--- src/rtl/add_sub_scheduler.sv ---
`default_nettype none
// ============================================================================
//  Module   : add_sub_scheduler
//  Purpose  : Shares one up/down step accumulator between two requesters.
//             A round-robin arbiter accepts one {dir, steps} command at a
//             time over a valid/ready handshake. A three-state FSM then
//             applies that command as one +/-1 step per clock.
//  Options  : ADD_SUB_SCHEDULER_SATURATE_EN - clamp at 0 / 2^WIDTH-1
//             instead of wrapping modulo 2^WIDTH.
//  Revision : 1.0 - initial release
// ============================================================================
module add_sub_scheduler #(
  parameter int WIDTH   = 4,
  parameter int STEPS_W = 4
) (
  input  logic               clk_i,
  input  logic               reset_ni,
  input  logic               clear_i,
  input  logic               req0_valid_i,
  input  logic               req0_dir_i,
  input  logic [STEPS_W-1:0] req0_steps_i,
  output logic               req0_ready_o,
  input  logic               req1_valid_i,
  input  logic               req1_dir_i,
  input  logic [STEPS_W-1:0] req1_steps_i,
  output logic               req1_ready_o,
  output logic [WIDTH-1:0]   value_o,
  output logic               busy_o,
  output logic               grant_o,
  output logic               done_o
);

  typedef enum logic [1:0] {
    S_IDLE = 2'd0,
    S_RUN  = 2'd1,
    S_DONE = 2'd2
  } state_t;

  localparam logic [WIDTH-1:0]   C_VAL_ONE  = WIDTH'(1);
  localparam logic [WIDTH-1:0]   C_VAL_MAX  = {WIDTH{1'b1}};
  localparam logic [WIDTH-1:0]   C_VAL_ZERO = '0;
  localparam logic [STEPS_W-1:0] C_STP_ONE  = STEPS_W'(1);
  localparam logic [STEPS_W-1:0] C_STP_ZERO = '0;

  state_t             state_q, state_d;
  logic [WIDTH-1:0]   value_q, value_d;
  logic [STEPS_W-1:0] remaining_q, remaining_d;
  logic               dir_q, dir_d;
  logic               grant_q, grant_d;
  logic               last_q, last_d;

  logic               w_sel;
  logic               w_sel_valid;
  logic               w_sel_dir;
  logic [STEPS_W-1:0] w_sel_steps;
  logic               w_accept;

  // One step of the accumulator; clamps instead of wrapping when saturation
  // is compiled in, but always occupies exactly one cycle either way.
  function automatic logic [WIDTH-1:0] step_fn(input logic [WIDTH-1:0] v,
                                               input logic             sub);
    logic [WIDTH-1:0] r;
`ifdef ADD_SUB_SCHEDULER_SATURATE_EN
    if (!sub) r = (v == C_VAL_MAX)  ? v : v + C_VAL_ONE;
    else      r = (v == C_VAL_ZERO) ? v : v - C_VAL_ONE;
`else
    if (!sub) r = v + C_VAL_ONE;
    else      r = v - C_VAL_ONE;
`endif
    return r;
  endfunction

  // Arbitration: a lone valid wins; on a tie the requester not served last wins.
  always_comb begin
    w_sel       = 1'b0;
    w_sel_valid = req0_valid_i | req1_valid_i;
    if (req0_valid_i && req1_valid_i) w_sel = ~last_q;
    else if (req1_valid_i)            w_sel = 1'b1;
    w_sel_dir   = w_sel ? req1_dir_i   : req0_dir_i;
    w_sel_steps = w_sel ? req1_steps_i : req0_steps_i;
    // Reset gating keeps ready low while the block is held in reset; clear
    // suppresses any handshake in its cycle.
    w_accept    = reset_ni && (state_q == S_IDLE) && !clear_i && w_sel_valid;
  end

  assign req0_ready_o = w_accept && !w_sel;
  assign req1_ready_o = w_accept &&  w_sel;

  // Next-state, accumulator and command bookkeeping.
  always_comb begin
    state_d     = state_q;
    value_d     = value_q;
    remaining_d = remaining_q;
    dir_d       = dir_q;
    grant_d     = grant_q;
    last_d      = last_q;

    if (clear_i) begin
      // Clear beats everything; arbitration history is deliberately kept.
      state_d     = S_IDLE;
      value_d     = C_VAL_ZERO;
      remaining_d = C_STP_ZERO;
    end else begin
      case (state_q)
        S_IDLE: begin
          if (w_accept) begin
            dir_d       = w_sel_dir;
            remaining_d = w_sel_steps;
            grant_d     = w_sel;
            last_d      = w_sel;
            state_d     = (w_sel_steps == C_STP_ZERO) ? S_DONE : S_RUN;
          end
        end
        S_RUN: begin
          value_d     = step_fn(value_q, dir_q);
          remaining_d = remaining_q - C_STP_ONE;
          if (remaining_q == C_STP_ONE) state_d = S_DONE;
        end
        S_DONE: begin
          state_d = S_IDLE;
        end
        default: begin
          state_d = S_IDLE;
        end
      endcase
    end
  end

  // State registers; reset aborts any command immediately.
  always_ff @(posedge clk_i or negedge reset_ni) begin
    if (!reset_ni) begin
      state_q     <= S_IDLE;
      value_q     <= C_VAL_ZERO;
      remaining_q <= C_STP_ZERO;
      dir_q       <= 1'b0;
      grant_q     <= 1'b0;
      last_q      <= 1'b1;
    end else begin
      state_q     <= state_d;
      value_q     <= value_d;
      remaining_q <= remaining_d;
      dir_q       <= dir_d;
      grant_q     <= grant_d;
      last_q      <= last_d;
    end
  end

  assign value_o = value_q;
  assign grant_o = grant_q;
  assign busy_o  = (state_q == S_RUN) || (state_q == S_DONE);
  // A clear landing on the DONE cycle swallows the pulse.
  assign done_o  = (state_q == S_DONE) && !clear_i;

endmodule
`default_nettype wire

--- config.mk ---
export PLATFORM = sky130hd
export DESIGN_NAME = add_sub_scheduler
export DESIGN_NICKNAME = d
export VERILOG_FILES = /design/src/rtl/add_sub_scheduler.sv
export SDC_FILE = /design/constraint.sdc
export NUM_CORES = 1
export LEC_CHECK = 0
export CORE_MARGIN = 1
export CORE_UTILIZATION = 35
export DETAILED_ROUTE_END_ITERATION = 10
export SLEW_MARGIN = 10
export SYNTH_ARGS = -nofsm -noshare
export SYNTH_HDL_FRONTEND = slang
export SYNTH_SLANG_ARGS = --single-unit
--- constraint.sdc ---
create_clock -name clk_i -period 2.3 [get_ports clk_i]
set_clock_uncertainty 0.05 [all_clocks]
set_input_delay 0.345 -clock clk_i [delete_from_list [all_inputs] [get_ports clk_i]]
set_output_delay 0.345 -clock clk_i [all_outputs]
set_load 0.01 [all_outputs]
==> Word level (Yosys, flattened, before mapping) <==
Index checks and enable logic that the tools add are counted.
W data, S select, Z words.
{ "word_totals": {"reg_bits": 13, "in_bits": 15, "output_inout_bits": 9, "elab_cells": 49} }
{ "classes": {"add_sub_neg": 3, "n_eq_ne": 5, "muxes": 15, "bitwise": 3, "reduce_logical": 17} }
{ "ops": {"columns": ["operator", "count"], "rows": [
  ["$mux W4", 6],
  ["$mux W2", 4],
  ["$pmux W4 S2", 1],
  ["$sub A4 B1 Y4 const B", 2],
  ["$logic_and A1 B1 Y1", 7],
  ["$ne A3 B3 Y1 const B", 2],
  ["$add A4 B1 Y4 const B", 1],
  ["$eq A4 B1 Y1 const B", 1],
  ["$logic_not A4 Y1", 1],
  ["$pmux W2 S2", 1],
  ["$reduce_and A2 Y1", 2],
  ["$mux W1", 3],
  ["$reduce_and A3 Y1", 1],
  ["$reduce_bool A3 Y1", 1],
  ["$eq A2 B1 Y1 const B", 1],
  ["$eq A2 B2 Y1 const B", 1],
  ["$logic_not A1 Y1", 2],
  ["$logic_not A2 Y1", 1],
  ["$not A1 Y1", 2],
  ["$reduce_bool A2 Y1", 1],
  ["$logic_or A1 B1 Y1", 1],
  ["$or A1 B1 Y1", 1]
]} }

==> Logic depth before layout (Yosys ltp) <==
Gate-level depths: netlist (run 1).
{ "depth": {"word_depth": 8, "depth_mapped": 6, "mapped_depth_nobuf": 6} }

==> Worst setup path after synthesis (run 1) <==
OpenSTA, ideal clock, no wires.
{ "synth_timing": {"path_kind": "register -> register", "from": "reg value_q[1] (netlist: value_o[1])", "to": "reg value_q[3] (netlist: value_o[3])", "setup_ns": 0.125, "arrival_time_ns": 1.594, "required_ns": 2.125, "setup_slack_ns": 0.531, "stages_incl_launch_ff": 6, "path_buffers": 0, "synth_period_minus_slack_ns": 1.769, "cell_sequence": "dfrtp_1 > ha_1 > a21o_1 > a21oi_1 > mux2i_1 > mux2_2"} }
{ "synth_between": {"elab_chain_len": 4, "elab_cells_between_ends": 5, "classes_between": "add/sub (2); mux (3)"} }
{ "synth_rtl": {"columns": ["element", "line_no", "text"], "rows": [
  ["start: declaration", "46", "logic [WIDTH-1:0] value_q, value_d;"],
  ["start signal: assignment", "140", "value_q <= value_d;"],
  ["$add A4 B1 Y4 / $sub A4 B1 Y4 (equally long branches)", "67, 68", null],
  ["$mux W4 (*)", "67", "if (!sub) r = v + C_VAL_ONE;"],
  ["$mux W4 (*)", "104", "case (state_q)"],
  ["$mux W4 (*)", "98", "if (clear_i) begin"]
]} }
Mark *: on every way between the ends. The rest lies on a longest branch, timed or not. The select of a mux whose other input is x is not followed.
A chain may end at the register's enable or synchronous reset.

==> Final worst setup path (run 1) <==
{ "layout_timing": {"from": "reg state_q[1]", "to": "out busy_o"} }
{ "layout_between": {"elab_chain_len": 2, "elab_cells_between_ends": 3, "classes_between": "eq/ne (2); reduce/logical (1)"} }
{ "layout_rtl": {"columns": ["element", "line_no", "text"], "rows": [
  ["start: declaration", "45", "state_t state_q, state_d;"],
  ["start signal: assignment", "139", "state_q <= state_d;"],
  ["$eq A2 B1 Y1 / $eq A2 B2 Y1 (equally long branches)", "150", "assign busy_o = (state_q == S_RUN) || (state_q == S_DONE);"],
  ["$logic_or A1 B1 Y1 (*)", "150", null],
  ["end: declaration", "28", "output logic busy_o,"]
]} }
Mark *: on every way between the ends. The rest lies on a longest branch, timed or not.

==> flow_summary.yaml, run 1 <==
timing:
  tightest_slew_ns: 0.513
  hold_violations: 0
  relSlewSlack_pct: 65.8
  setup_viol: 0
  final-max-slew-violation-count: 0
  fin_crit_ns: 2.02
  fmaxAchievable_mhz: 495
  tns_ns: 0
  fin_crit_sh_pct: 87.9
  rsz0062_at_grt: "false"
pwr:
  internal_power_w: 0.000536
  power_density_nw_per_um2: 660
  power_w: 0.000818
  comb_power_share_pct: 41.6
  p_sw_w: 0.000282
  p_leak_nw: 0.567
  switching_share_pct: 34.5
  ir_drop_v: 0.000377
  p_seq_share_pct: 41.3
  p_clk_share_pct: 17.1
placed_design:
  dpl-instance-area_um2: 1210
  portBuffers: 23
  gp_congestion: 0.825
  detailed_place_hpwl_um: 1560
global_route:
  grt_util_all_layers_pct: 16.1
  grt_start_max_net_pins: 15
  grt_pass1_vias: 731
  grt_pass1_wl_um: 3310
  overflow: 0
  antenna_found_initial: 0
layout:
  layout-drive-gt1-share_pct: 11.3
  utilization_pct: 50.5
  regArea_um2: 327
  nNetsFinal: 148
  antennaDiodeCount: 0
  areaGrowthSynthToFinish_pct: 37.1
  multi_input_area_um2: 551
  fin_area_um2: 1240
  n_fill_cell: 241
clock_network:
  cts.clk_slew.worst_paths_ns: 0.08
  postCtsSetupBuffers: 0
  clockRootBuffer: "clkbuf_4"
  cts_buffers: 3
  ctsLongestPathBuffers: 2
  cts_sinks: 13
  cts_tree: "yes"
  clk_latency_ns: 0.26
  h-tree-depth: 1
setup_path:
  worst-r2r-setup-slack_ns: 0.37
  critPathKind: "flop to output pin"
  worstPathMaxFanout: 5
  critPathArrivalTime_ns: 1.63
  startpoint_type: "flop"
  end_kind: "output pin"
  required_ns: 1.90
synthesis:
  async_reset_ff_share_pct: 100
  avgSynthCellArea_um2: 9.73
  synthCells: 93
  syn_nets: 116
  synth-edff-count: 0
  synth.distinct_cells: 32
  synth_ff_type: "dfrtp_1"
  ys_seq_area_share_pct: 36.1
  yosysWarningCount: 0
  synth_area_um2: 905
  yosys_register_bits: 13
floorplan:
  die_area_um2: 2790
  rows: 18
  die_w_um: 52.8
  dieHeight_um: 52.8
  coreArea_um2: 2450
  start_util_pct: 36.9
  pin_count: 24
detailed_routing:
  drt-initial-drc-count: 17
  detailedRoute.firstPassIterationCount: 4
  drcViolationCount: 0
  postRouteAntennaNets: 0
  wirelength_um: 1950
  via_count: 820
  routedWlPerCell_um: 12.6
  viasPerCell: 5.32
flow_run:
  drv_cap: 0
run_status:
  status: "finished, final reports clean"
hold_path:
  holdCritPathClass: "input port to asynchronous set/reset pin"
==> worst paths after layout <==
| kind | end | cells past startpoint | start |
|---|---|---|---|
| worst max-delay path | busy_o | 3 | state_q[1]$_DFFE_PN0P_ |
| worst min-delay path | state_q[1]$_DFFE_PN0P_ | 2 | reset_ni |
| worst max register to register | state_q[1]$_DFFE_PN0P_ | 6 | state_q[1]$_DFFE_PN0P_ |
| worst min register to register | grant_o$_DFFE_PN0P_ | 1 | grant_o$_DFFE_PN0P_ |
| max in group asynchronous | last_q$_DFFE_PN1P_ | 2 | reset_ni |
| min in group clk_i | grant_o$_DFFE_PN0P_ | 1 | grant_o$_DFFE_PN0P_ |
==> layer usage <==
metal	routed length, um	vias up	global-route usage (%)
met5	0	-	0
met4	15	0	3.95
met3	98	2	1.74
met2	882	25	23.8
met1	951	391	24.6
li1	-	402	-
==> sequential cells by signal, indices dropped and copies added (netlist names) <==
signal	cells
remaining_q	4
value_o	4
state_q	2
dir_q	1
grant_o	1
last_q	1
==> Yosys cell counts (2+ instances only) <==
cell type  count  area (um2)
a211oi_1       4        30.0
a21o_1         3        22.5
a21oi_1        5        25.0
dfrtp_1       12         300
ha_1           7        87.6
inv_1          6        22.5
mux2_2         2        22.5
mux2i_1        5        50.1
nand2_1        6        22.5
nand2b_1       3        18.8
nor2_1         7        26.3
nor2b_1        6        37.5
nor4_1         3        18.8
o211ai_1       3        22.5
o21ai_0        2        10.0
or4_1          2        15.0
xnor2_1        2        17.5
==> metrics by stage <==
stage,setup WS [ns],hold WS [ns],instances
after floorplan,0.531,-0.000591,93
after global placement,0.0420,0.413,150
after detailed placement,0.0323,0.426,150
after CTS,0.0556,0.433,154
after global routing,0.104,0.434,154
final,0.278,0.436,154
==> cells by family after synthesis <==
group	share of synthesized area, %
XOR/XNOR	1.94
AO/OA/AOI/OAI	20.7
AND/OR/NAND/NOR	16.7
buffers and inverters	3.32
multiplexers	9.27
adder cells (fa/ha/maj)	11.9
flip-flops	36.1
==> power by group through the flow <==
stage	registers [W]	clock network, W	logic, W
floorplan	0.000337	0	0.000211
global placement	0.000338	0	0.000339
detailed placement	0.000342	0	0.000344
CTS	0.000338	0.000145	0.000346
global route	0.000347	0.000157	0.000385
finish	0.000338	0.000140	0.000340
==> repair_timing <==
action,in CTS,in global routing
endpoints found under the setup margin,1,1
gates resized for setup,2,1
cloned,0,0
hold buffers,0,0
hold endpoints to repair,0,0
pin swaps,0,0
==> placed cells by master (no fill, tap or decap), types with 2 or more instances in the layout <==
cell type / instances
clkdlybuf4s50_1: 21
dfrtp_1: 12
nor2_1: 7
inv_1: 6
nor2b_1: 6
nand2_1: 6
ha_1: 6
buf_4: 6
a21oi_1: 5
mux2i_1: 5
a211oi_1: 4
nand2b_1: 3
nor4_1: 3
o211ai_1: 3
a21o_1: 3
clkbuf_4: 3
or4_1: 2
o21ai_0: 2
xnor2_1: 2
mux2_2: 2
==> layout make-up <==
class | instances | share of cell area, %
clock buffer | 4 | 2.12
timing repair buffer | 29 | 22.3
tap | 30 | 3.03
multi-input combinational | 72 | 44.4
sequential | 13 | 26.3
inverter | 6 | 1.82
==> critical path, stage by stage (launching register included) <==
cell and delay, ns:
dfrtp_1 0.42, inv_1 0.10, ha_2 0.32, clkdlybuf4s50_1 0.52
Note: power is estimated with default switching activity, not from simulation.
==> run 2: changes to the inputs <==
- CTS_CLUSTER_SIZE: not set -> 14
==> results of run 2 <==
Final layout, timing and power as in run 1 (identical DEF).
==> run 3: changes to the inputs <==
- CAP_MARGIN: not set -> 20
- HOLD_SLACK_MARGIN: not set -> 0.03
==> results of run 3 <==
Final layout, timing and power as in run 1 (identical DEF).
==> edit: new RTL, flow settings as in run 1 <==
`STEPS_W`: 4 -> 3.
--- a/src/rtl/add_sub_scheduler.sv
+++ b/src/rtl/add_sub_scheduler.sv
@@ -11,7 +11,7 @@
 // ============================================================================
 module add_sub_scheduler #(
   parameter int WIDTH   = 4,
-  parameter int STEPS_W = 4
+  parameter int STEPS_W = 3
 ) (
   input  logic               clk_i,
   input  logic               reset_ni,
Ports: changed (resized req0_steps_i and req1_steps_i); port bits go from 24 to 22. No check against the original RTL was run, so the function may have changed too.
==> edit against run 1 <==
- via count down 14%
- non-clock buffer count rose by 2
- utilization increased by 3.0 points
- setup slack lost 140 ps
- design area shrank 3.5%
- power decreased by 1.6%
- sequential power fell by 11%
- critical path depth is 3 higher
- global-route usage decreased by 0.70 points
- count of clock-buffer cells in the layout stayed put
- wire length fell by 13%
- area after synthesis down 6.6%
- sequential cell count down 1
==> edit: results (changes against run 1) <==
Arr. time, crit path: 1770 ps (+140 ps)
Final worst slack: 137.3 ps (-140.9 ps)
Dpl cell area: 1149 µm² (-5.1%)
Mean routed wirelength per cell: 11.80 µm (-6.7%)
# port buffers: 21 (-8.7%)
Number of global-route vias before repair: 693 (-5.2%)
Via/cell ratio: 4.896 (-8.1%)
Core Util, Final: 0.5356 (+0.03048)
Outcome: completed
Commonest cells post-synth: 11 x dfrtp_1, 7 x ha_1, 7 x nor2_1
Worst Setup EP: req1_ready_o
Post-Synth Adder-Cell Area: 0.1274 (+0.008459)
Cell count of the worst reg-to-reg path: 5 (-1)
CP Max Fanout: 4 (-1)
Peak VDD IR: 0.3696 mV (-2.0%)
Pleak: 0.5606 nW (-1.2%)
Register area share after synthesis: 0.3570 (-0.003959)
R2R setup slack: 500 ps (+130 ps)
Synth area leaders: dfrtp_1 33%, ha_1 10%, mux2i_1 5.9%
Xor and xnor area share after synthesis: 0.02074 (+0.001377)
Layout cell share with drive strength beyond 1: 0.2069 (+0.09399)
Comb. pwr: 0.000334 W (-2%)
WHS: 377.3 ps (-58.37 ps)
Met2 Wirelength: 731 µm (-17%)
Worst setup startpoint: req1_valid_i
Sequential cell power: 0.000302 W (-11%)
Global-route usage over all layers: 0.1544 (-0.007001)
GPL Wtd Cong: 0.7749 (-6.1%)
Worst slew pin tran: 396.0 ps (-117.3 ps)
Setup WS pre-CTS: -14.62 ps (-46.94 ps)
Fill count: 220 (-8.7%)
NetSw: 0.0002644 W (-6.4%)
Power Dens Cells: 673.2 nW/µm² (+2.0%)
Cells after DPL: 139 (-7.3%)
Netlist cell types: 28 (-13%)
FF-to-FF Start: dir_q
Crit path largest cell delay: 500 ps (-20 ps)
Largest net degree at the start of global routing: 14 (-1)
Multiplexer area fraction after synthesis: 0.1126 (+0.01992)
Synth Area in Compound Gates: 0.2000 (-0.007469)
DRT met1 WL: 881 µm (-7.4%)
Syn Nets: 104 (-10%)
[edit: cell count changes in the layout (fill, tap and decap cells not counted), sizes merged, moves of 2 or more]
cell / run 1 / this run
a21oi: 5 / 3
buf: 6 / 10
clkdlybuf4s50: 21 / 19
nor2b: 6 / 4
nor3: 0 / 2
nor4: 3 / 0
o211ai: 3 / 1
o21ai: 2 / 4
[edit: layer usage]
| layer | vias to the layer above | GRT usage |
|---|---|---|
| li1 | 359 | - |
| met1 | 329 | 0.2228 |
| met2 | 15 | 0.2215 |
| met3 | 2 | 0.04464 |
| met4 | 0 | 0.04167 |
| met5 | - | 0 |
[edit: critical path: cells and delay by family]
| family | cells | cell delay, ps |
|---|---|---|
| buf+inv | 3 | 960 |
| simple gates | 2 | 300 |
| compound gates | 1 | 170 |
[edit: final cells by class]
type,instances,share of cell area
flip-flops and latches,12,0.2521
clock buffers,4,0.03033
multi-input cells,64,0.4331
inverters,5,0.01569
well taps,28,0.02929
repair buffers,31,0.2395
